==> config.mk <==
export PLATFORM = sky130hd
export DESIGN_NAME = ring_thread_injector_flat
export DESIGN_NICKNAME = d
export VERILOG_FILES = /design/src/rtl/ring_thread_injector_if.sv /design/src/rtl/ring_thread_injector.sv /design/src/flat_wrapper.sv
export SDC_FILE = /design/constraint.sdc
export NUM_CORES = 1
export LEC_CHECK = 0
export BUFFER_PORTS_ARGS = -buffer_cell sky130_fd_sc_hd__buf_2
export CORE_MARGIN = 3
export CORE_UTILIZATION = 46
export CTS_CLUSTER_DIAMETER = 150
export DETAILED_ROUTE_END_ITERATION = 12
export PLACE_DENSITY = 0.82
export SETUP_SLACK_MARGIN = 0.1
export SLEW_MARGIN = 20
export SYNTH_ARGS = -nofsm -noshare
export SYNTH_HDL_FRONTEND = slang
export SYNTH_SLANG_ARGS = --single-unit
==> constraint.sdc <==
create_clock -name clk -period 4.8 [get_ports clk]
set_input_delay 0.96 -clock clk [delete_from_list [all_inputs] [get_ports clk]]
set_output_delay 0.96 -clock clk [all_outputs]
set_load 0.03 [all_outputs]
==> src/rtl/ring_thread_injector_if.sv <==
// Token channel from the thread injector into station 0 of the engine ring.
//
// Valid/ready contract: a token moves when valid && ready are both 1 at a rising
// clock edge. Once the master raises valid it holds data and latency stable and
// keeps valid high until that transfer happens; ready may toggle freely.
interface ring_thread_injector_if #(
  parameter int PC_WIDTH            = 8,
  parameter int CC_ID_BITS          = 2,
  parameter int LATENCY_COUNT_WIDTH = 8
);
  logic [PC_WIDTH+CC_ID_BITS-1:0] data;
  logic [LATENCY_COUNT_WIDTH-1:0] latency;
  logic                           valid;
  logic                           ready;

  modport master (output data, output latency, output valid, input ready);
  modport slave  (input data, input latency, input valid, output ready);
endinterface

==> src/rtl/ring_thread_injector.sv <==
// Transmitter end of the engine-ring channel. On each new character it emits one
// start token {cc_id, START_PC} per enabled character-context slot (lowest slot
// first, at most one per cycle), waits for the ring to stay idle for DRAIN_CYCLES
// consecutive cycles, then pulses char_done_o so the window controller can advance.
module ring_thread_injector #(
  parameter int PC_WIDTH            = 8,
  parameter int CC_ID_BITS          = 2,
  parameter int LATENCY_COUNT_WIDTH = 8,
  parameter int START_PC            = 0,
  parameter int DRAIN_CYCLES        = 2
) (
  input  logic                          clk,
  input  logic                          rst,
  input  logic                          new_char_i,
  input  logic [(1<<CC_ID_BITS)-1:0]    cur_window_enable_i,
  input  logic                          ring_running_i,
  input  logic [(1<<CC_ID_BITS)-1:0]    elaborating_chars_i,
  ring_thread_injector_if.master        out_if,
  output logic                          busy_o,
  output logic                          char_done_o,
  output logic                          overrun_o,
  output logic [1:0]                    state_o
);

  localparam int NUM_SLOTS = 1 << CC_ID_BITS;
  localparam int DW        = (DRAIN_CYCLES < 1) ? 1 : $clog2(DRAIN_CYCLES + 1);

  localparam logic [PC_WIDTH-1:0] START_PC_L   = PC_WIDTH'(START_PC);
  localparam logic [DW-1:0]       DRAIN_LAST_M1 = DW'(DRAIN_CYCLES - 1);

  localparam logic [1:0] S_IDLE   = 2'd0;
  localparam logic [1:0] S_INJECT = 2'd1;
  localparam logic [1:0] S_WAIT   = 2'd2;
  localparam logic [1:0] S_DONE   = 2'd3;

  logic [1:0]            state_q,   state_d;
  logic [NUM_SLOTS-1:0]  pending_q, pending_d;
  logic [DW-1:0]         drain_q,   drain_d;
  logic                  overrun_q, overrun_d;
  logic [CC_ID_BITS-1:0] head_idx;
  logic                  ring_idle;

  assign ring_idle = !ring_running_i && (elaborating_chars_i == '0);

  // Pick the lowest-index pending slot; it is the token currently offered.
  always_comb begin
    head_idx = '0;
    for (int i = NUM_SLOTS - 1; i >= 0; i--) begin
      if (pending_q[i]) head_idx = CC_ID_BITS'(i);
    end
  end

  // Next-state logic for the inject / drain / done sequence.
  always_comb begin
    state_d   = state_q;
    pending_d = pending_q;
    drain_d   = drain_q;
    overrun_d = overrun_q | (new_char_i && (state_q != S_IDLE));
    case (state_q)
      S_IDLE: begin
        drain_d = '0;
        if (new_char_i) begin
          if (cur_window_enable_i != '0) begin
            pending_d = cur_window_enable_i;
            state_d   = S_INJECT;
          end else begin
            state_d = S_DONE;
          end
        end
      end
      S_INJECT: begin
        if (out_if.ready) begin
          // Clearing the lowest set bit retires exactly the token just accepted.
          pending_d = pending_q & (pending_q - NUM_SLOTS'(1));
          if ((pending_q & (pending_q - NUM_SLOTS'(1))) == '0) state_d = S_WAIT;
        end
      end
      S_WAIT: begin
        if (ring_idle) begin
          if (drain_q == DRAIN_LAST_M1) begin
            drain_d = '0;
            state_d = S_DONE;
          end else begin
            drain_d = drain_q + DW'(1);
          end
        end else begin
          drain_d = '0;
        end
      end
      S_DONE: begin
        state_d = S_IDLE;
      end
      default: begin
        state_d   = S_IDLE;
        pending_d = '0;
        drain_d   = '0;
      end
    endcase
  end

  // State registers; reset drops any offered token and all pending slots at once.
  always_ff @(posedge clk or negedge rst) begin
    if (!rst) begin
      state_q   <= S_IDLE;
      pending_q <= '0;
      drain_q   <= '0;
      overrun_q <= 1'b0;
    end else begin
      state_q   <= state_d;
      pending_q <= pending_d;
      drain_q   <= drain_d;
      overrun_q <= overrun_d;
    end
  end

  // Outputs decode straight from registered state, so valid/data are glitch-free
  // and stay stable while a token waits for ready.
  always_comb begin
    out_if.valid   = (state_q == S_INJECT);
    out_if.data    = (state_q == S_INJECT) ? {head_idx, START_PC_L} : '0;
    out_if.latency = '0;
    busy_o         = (state_q != S_IDLE);
    char_done_o    = (state_q == S_DONE);
    overrun_o      = overrun_q;
    state_o        = state_q;
  end

endmodule

==> src/flat_wrapper.sv <==
// flat-port wrapper written by rule: the top's interface ports become plain ports
module ring_thread_injector_flat 
#(
  parameter int PC_WIDTH            = 8,
  parameter int CC_ID_BITS          = 2,
  parameter int LATENCY_COUNT_WIDTH = 8,
  parameter int START_PC            = 0,
  parameter int DRAIN_CYCLES        = 2
)
  (clk, rst, new_char_i, cur_window_enable_i, ring_running_i, elaborating_chars_i, busy_o, char_done_o, overrun_o, state_o, out_if_data, out_if_latency, out_if_valid, out_if_ready);
  ring_thread_injector_if #(.PC_WIDTH(PC_WIDTH), .CC_ID_BITS(CC_ID_BITS), .LATENCY_COUNT_WIDTH(LATENCY_COUNT_WIDTH)) out_if_i ();
  input  logic clk;
  input  logic rst;
  input  logic new_char_i;
  input  logic [(1<<CC_ID_BITS)-1:0] cur_window_enable_i;
  input  logic ring_running_i;
  input  logic [(1<<CC_ID_BITS)-1:0] elaborating_chars_i;
  output logic busy_o;
  output logic char_done_o;
  output logic overrun_o;
  output logic [1:0] state_o;
  output wire logic [$bits(out_if_i.data)-1:0] out_if_data;
  output wire logic [$bits(out_if_i.latency)-1:0] out_if_latency;
  output wire logic [$bits(out_if_i.valid)-1:0] out_if_valid;
  input wire logic [$bits(out_if_i.ready)-1:0] out_if_ready;
  assign out_if_data = out_if_i.data;
  assign out_if_latency = out_if_i.latency;
  assign out_if_valid = out_if_i.valid;
  assign out_if_i.ready = out_if_ready;
  ring_thread_injector #(.PC_WIDTH(PC_WIDTH), .CC_ID_BITS(CC_ID_BITS), .LATENCY_COUNT_WIDTH(LATENCY_COUNT_WIDTH), .START_PC(START_PC), .DRAIN_CYCLES(DRAIN_CYCLES)) u_core (.clk(clk), .rst(rst), .new_char_i(new_char_i), .cur_window_enable_i(cur_window_enable_i), .ring_running_i(ring_running_i), .elaborating_chars_i(elaborating_chars_i), .out_if(out_if_i), .busy_o(busy_o), .char_done_o(char_done_o), .overrun_o(overrun_o), .state_o(state_o));
endmodule
=== After elaboration in Yosys (flattened, before gate mapping) ===
Index checks and enable logic that the tools add are counted.

* Flip-flop bits (word level): 9
* Output and inout port bits: 24

* Eq/ne operators: 10
* Add/sub/neg operators: 2
* Muxes and demuxes: 19
* Reductions and logical operators: 12
* Bitwise logic cells: 2

{| class="wikitable"
|+ Operators with widths
! operator !! number
|-
| $mux W2 || 12
|-
| $mux W4 || 3
|-
| $mux W10 || 1
|-
| $ne A2 B1 Y1 const B || 5
|-
| $logic_not A4 Y1 || 2
|-
| $pmux W2 S4 || 1
|-
| $pmux W4 S2 || 1
|-
| $reduce_bool A2 Y1 || 3
|-
| $reduce_and A5 Y1 || 1
|-
| $and A4 B4 Y4 || 1
|-
| $eq A2 B1 Y1 const B || 2
|-
| $eq A2 B2 Y1 const B || 2
|-
| $pmux W2 S2 || 1
|-
| $reduce_and A4 Y1 || 1
|-
| $reduce_bool A4 Y1 || 1
|-
| $sub A4 B1 Y4 const B || 1
|-
| $add A2 B1 Y2 const B || 1
|-
| $logic_and A1 B1 Y1 || 2
|-
| $logic_not A2 Y1 || 1
|-
| $ne A2 B2 Y1 const B || 1
|-
| $logic_not A1 Y1 || 1
|-
| $or A1 B1 Y1 || 1
|}

=== Longest topological paths before layout ===
* Depth in word-level cells: 6
* Gate-level depth with buffers: 6
* Mapped depth without buffers: 6

=== Worst setup path before layout ===
OpenSTA, ideal clock, no wires.

* Path kind: flip-flop to output port
* From: register u_core.state_q[1] (netlist: u_core.state_o[1])
* To: output port out_if_data[8]
* Path slack: 1.880 ns
* Cell stages (with the launch flop): 5
* Path buffers: 0
* Arrival time: 1.960 ns
* Path through: dfrtp_1 -> inv_1 -> ha_1 -> inv_1 -> nor3_1

* Cells in the longest elaborated chain, start to end: 2

{| class="wikitable"
|+ RTL lines
! what !! line !! source
|-
| from (decl) || ring_thread_injector.sv:36 || <nowiki>logic [1:0] state_q, state_d;</nowiki>
|-
| from (signal assigned) || ring_thread_injector.sv:109 || <nowiki>state_q <= state_d;</nowiki>
|-
| $eq A2 B1 Y1 || - ||
|-
| named net out_if_valid || flat_wrapper.sv:24 || <nowiki>output wire logic [$bits(out_if_i.valid)-1:0] out_if_valid;</nowiki>
|-
| $mux W10 || ring_thread_injector.sv:120 || <nowiki>out_if.data = (state_q == S_INJECT) ? {head_idx, START_PC_L} : '0;</nowiki>
|-
| to (decl) || flat_wrapper.sv:22 || <nowiki>output wire logic [$bits(out_if_i.data)-1:0] out_if_data;</nowiki>
|}

The timed path passes the listed nets, and every way through them passes these cells.

=== Worst setup path in the final report ===
* From: register u_core.state_q[1] (netlist: u_core.state_o[1])
* To: output port out_if_data[8]

* Cells in the longest elaborated chain, start to end: 2

{| class="wikitable"
|+ RTL lines
! what !! line
|-
| $eq A2 B1 Y1 || ring_thread_injector.sv:120
|-
| $mux W10 || ring_thread_injector.sv:120
|}

Every way passes these cells.

==> flow_summary.toml <==
[run_status]
status = "completed"

[setup_path]
start_kind = "flip-flop"
crit_path_end_kind = "primary output"
cpLargestDelayFamily = "buffers and inverters"
r2r_slack_ps = 2930
crit_path_end = "out_if_data[8]"
critPathMaxFanout = 9
worstPathRequired_ps = 3840
path_cells = "inv_1 > ha_1 > inv_1 > nor3_1 > buf_2"
timing.critical_path.mode_cell = "inv_1"
critPathBufInv = 3
cp.arrival_ps = 1670
worstSetupStartpoint = "u_core.state_o[1]"
reg2reg_from = "u_core.state_o[0]"
cp.depth = 5
critPathKind = "reg2out"
slowest_delay_ps = 420
ff2ff_path_depth = 5
crit_slowest_cell = "dfrtp_1"
r2r-end = "u_core.drain_q[1]"

[place]
post_dp_cell_area_sq_um = 734
place_congestion = 0.836
hpwlAfterDp_microns = 1130
portBuffers = 20

[job]
maxCapViolations = 0

[grt]
grt_overflow = 0
grt_start_max_net_pins = 10
grtUsageTotal_pct = 15.3
grt_pass1_wl_microns = 2170
grt_pass1_vias = 513
antenna_found_initial = 0

[finish]
antenna_cells = 0
layout-drive-gt1-share_pct = 26.0
nNetsFinal = 114
final_area_sq_um = 761
fin_util_pct = 56.3
area_delta_synth_final_pct = 12.0

[min_path]
holdCritPathClass = "reg2reg"

[pwr]
p_clk_share_pct = 11.3
leakage_nw = 0.405
ir_drop_v = 0.000344
p_int_mw = 0.245
power.switching_mw = 0.263
comb_power_share_pct = 61.9
power_frac_seq_pct = 26.8
power_mw = 0.508
swShare_pct = 51.7
powerDensity_mw_per_mm2 = 668

[sta]
fin_hold_ws_ps = 455
period_needed_ps = 2630
hold_violations = 0
maxSlewViolCount = 0
fmax_ghz = 0.380
slew_headroom_pct = 60.3
timing.setup.tns_ps = 0
rsz0062_at_grt = "no"
fin_skew_ps = 1.70
finalCritPeriodShare_pct = 54.8
setup_violations = 0
worst_pin_slew_ps = 589

[route]
drt-vias-per-instance = 5.32
wl_per_cell_microns = 12.6
drt-initial-drc-count = 11
ant_nets = 0
drc = 0
wl_microns = 1400
via_count = 590
dr.pass1.iters = 2

[synth]
ys_seq_area_share_pct = 33.1
ys_ff_latch = 9
ys_types = 26
synthCells = 73
syn_area_sq_um = 679
ys_warn_count = 0
syn_avg_cell_area_sq_um = 9.31

[die]
start_util_pct = 50.3
io_pins = 37
core_region_area_sq_mm = 0.00135
dieWidth_microns = 44.4
rows = 13
die-area_sq_mm = 0.00197
dieHeight_microns = 44.4

[clock_network]
cts.sinks = 9
htreeDepth = 1
cts_inserted_buffers = 3
post_cts_buffers = 0
tritoncts = "built"
cts.repair.resized = 0
cts.hold.buffers_added = 0
clk_latency_ps = 260
cts_max_path_buffers = 2
cts-root-buf = "clkbuf_4"
path_clk_slew_ps = 60
worst min-delay path by stage:
stage,endpoint,startpoint,depth (start not counted)
CTS,u_core.overrun_o,u_core.overrun_o,1
detailed placement,u_core.overrun_o,u_core.overrun_o,1
floorplan,u_core.drain_q[1],u_core.drain_q[1],1
global route,u_core.overrun_o,u_core.overrun_o,1
finish,u_core.overrun_o,u_core.overrun_o,1
global placement,u_core.overrun_o,u_core.overrun_o,1
per-stage QoR:
| step | setup WS, ps | cells |
|---|---|---|
| 2_1_floorplan | 1880 | 88 |
| 3_3_place_gp | 2540 | 107 |
| 3_5_place_dp | 2470 | 107 |
| 4_1_cts | 2160 | 111 |
| 5_1_grt | 2030 | 111 |
| 6_report | 2170 | 111 |
per-layer routing:
| metal | vias to the layer above | wire [microns] | track usage [%] |
|---|---|---|---|
| met5 | - | 0 | 0 |
| met4 | 0 | 15 | 7.23 |
| met3 | 4 | 123 | 3.66 |
| met2 | 31 | 666 | 25.6 |
| met1 | 274 | 590 | 18.4 |
| li1 | 281 | - | - |
power groups by stage:
stage / registers, mW / logic, mW / clock network (mW)
2_1_floorplan: 0.144 / 0.241 / 0
3_5_place_dp: 0.137 / 0.313 / 0
4_1_cts: 0.136 / 0.315 / 0.0598
3_3_place_gp: 0.133 / 0.306 / 0
5_1_grt: 0.140 / 0.342 / 0.0660
6_report: 0.136 / 0.314 / 0.0574
flip-flops by register name (all words and copies together), names as in the netlist:
| register | count |
|---|---|
| u_core.drain_q | 2 |
| u_core.overrun_o | 1 |
| u_core.pending_q | 4 |
| u_core.state_o | 2 |
synth_stat cells, drive strengths merged:
cell | number | area [sq um]
a21o | 3 | 22.5
a21oi | 2 | 10.0
a22o | 3 | 26.3
a32oi | 1 | 8.76
buf | 16 | 120
conb | 1 | 3.75
dfrtp | 9 | 225
ha | 4 | 50.1
inv | 5 | 18.8
maj3 | 1 | 10.0
mux2i | 2 | 20.0
nand2 | 2 | 7.51
nand3 | 4 | 20.0
nand4 | 1 | 6.26
nor2 | 2 | 7.51
nor3 | 3 | 15.0
nor4 | 2 | 12.5
o21a | 1 | 7.51
o21ai | 4 | 20.0
o22a | 1 | 8.76
o22ai | 1 | 6.26
o31a | 1 | 8.76
o31ai | 1 | 7.51
o41ai | 1 | 16.3
or4b | 2 | 20.0
final cells by class:
| cell class | instances | area [sq um] |
|---|---|---|
| Inverter | 5 | 18.8 |
| Clock buffer | 4 | 26.3 |
| Tap cell | 15 | 18.8 |
| Multi-Input combinational cell | 58 | 372 |
| Sequential cell | 9 | 225 |
| Fill cell | 125 | 589 |
| Timing Repair Buffer | 20 | 100 |
logic make-up after synthesis:
group	after synthesis	share of synthesized area (%)
fa+ha+maj	5	8.84
buf+inv	21	20.4
simple gates	16	13.1
flops	9	33.1
other cells	1	0.552
mux	2	2.95
compound gates	19	21.0
cell usage in the layout, fill, tap and decap left out, drive strengths merged, types with 2 or more instances in the layout:
| cell | instances |
|---|---|
| clkbuf | 4 |
| ha | 4 |
| buf | 20 |
| dfrtp | 9 |
| a21o | 3 |
| nor2 | 2 |
| conb | 16 |
| mux2i | 2 |
| nor3 | 3 |
| a22o | 3 |
| a21oi | 2 |
| nand3 | 4 |
| o21ai | 4 |
| nor4 | 2 |
| inv | 5 |
| nand2 | 2 |
| or4b | 2 |
Note: power is estimated with default switching activity, not from simulation.
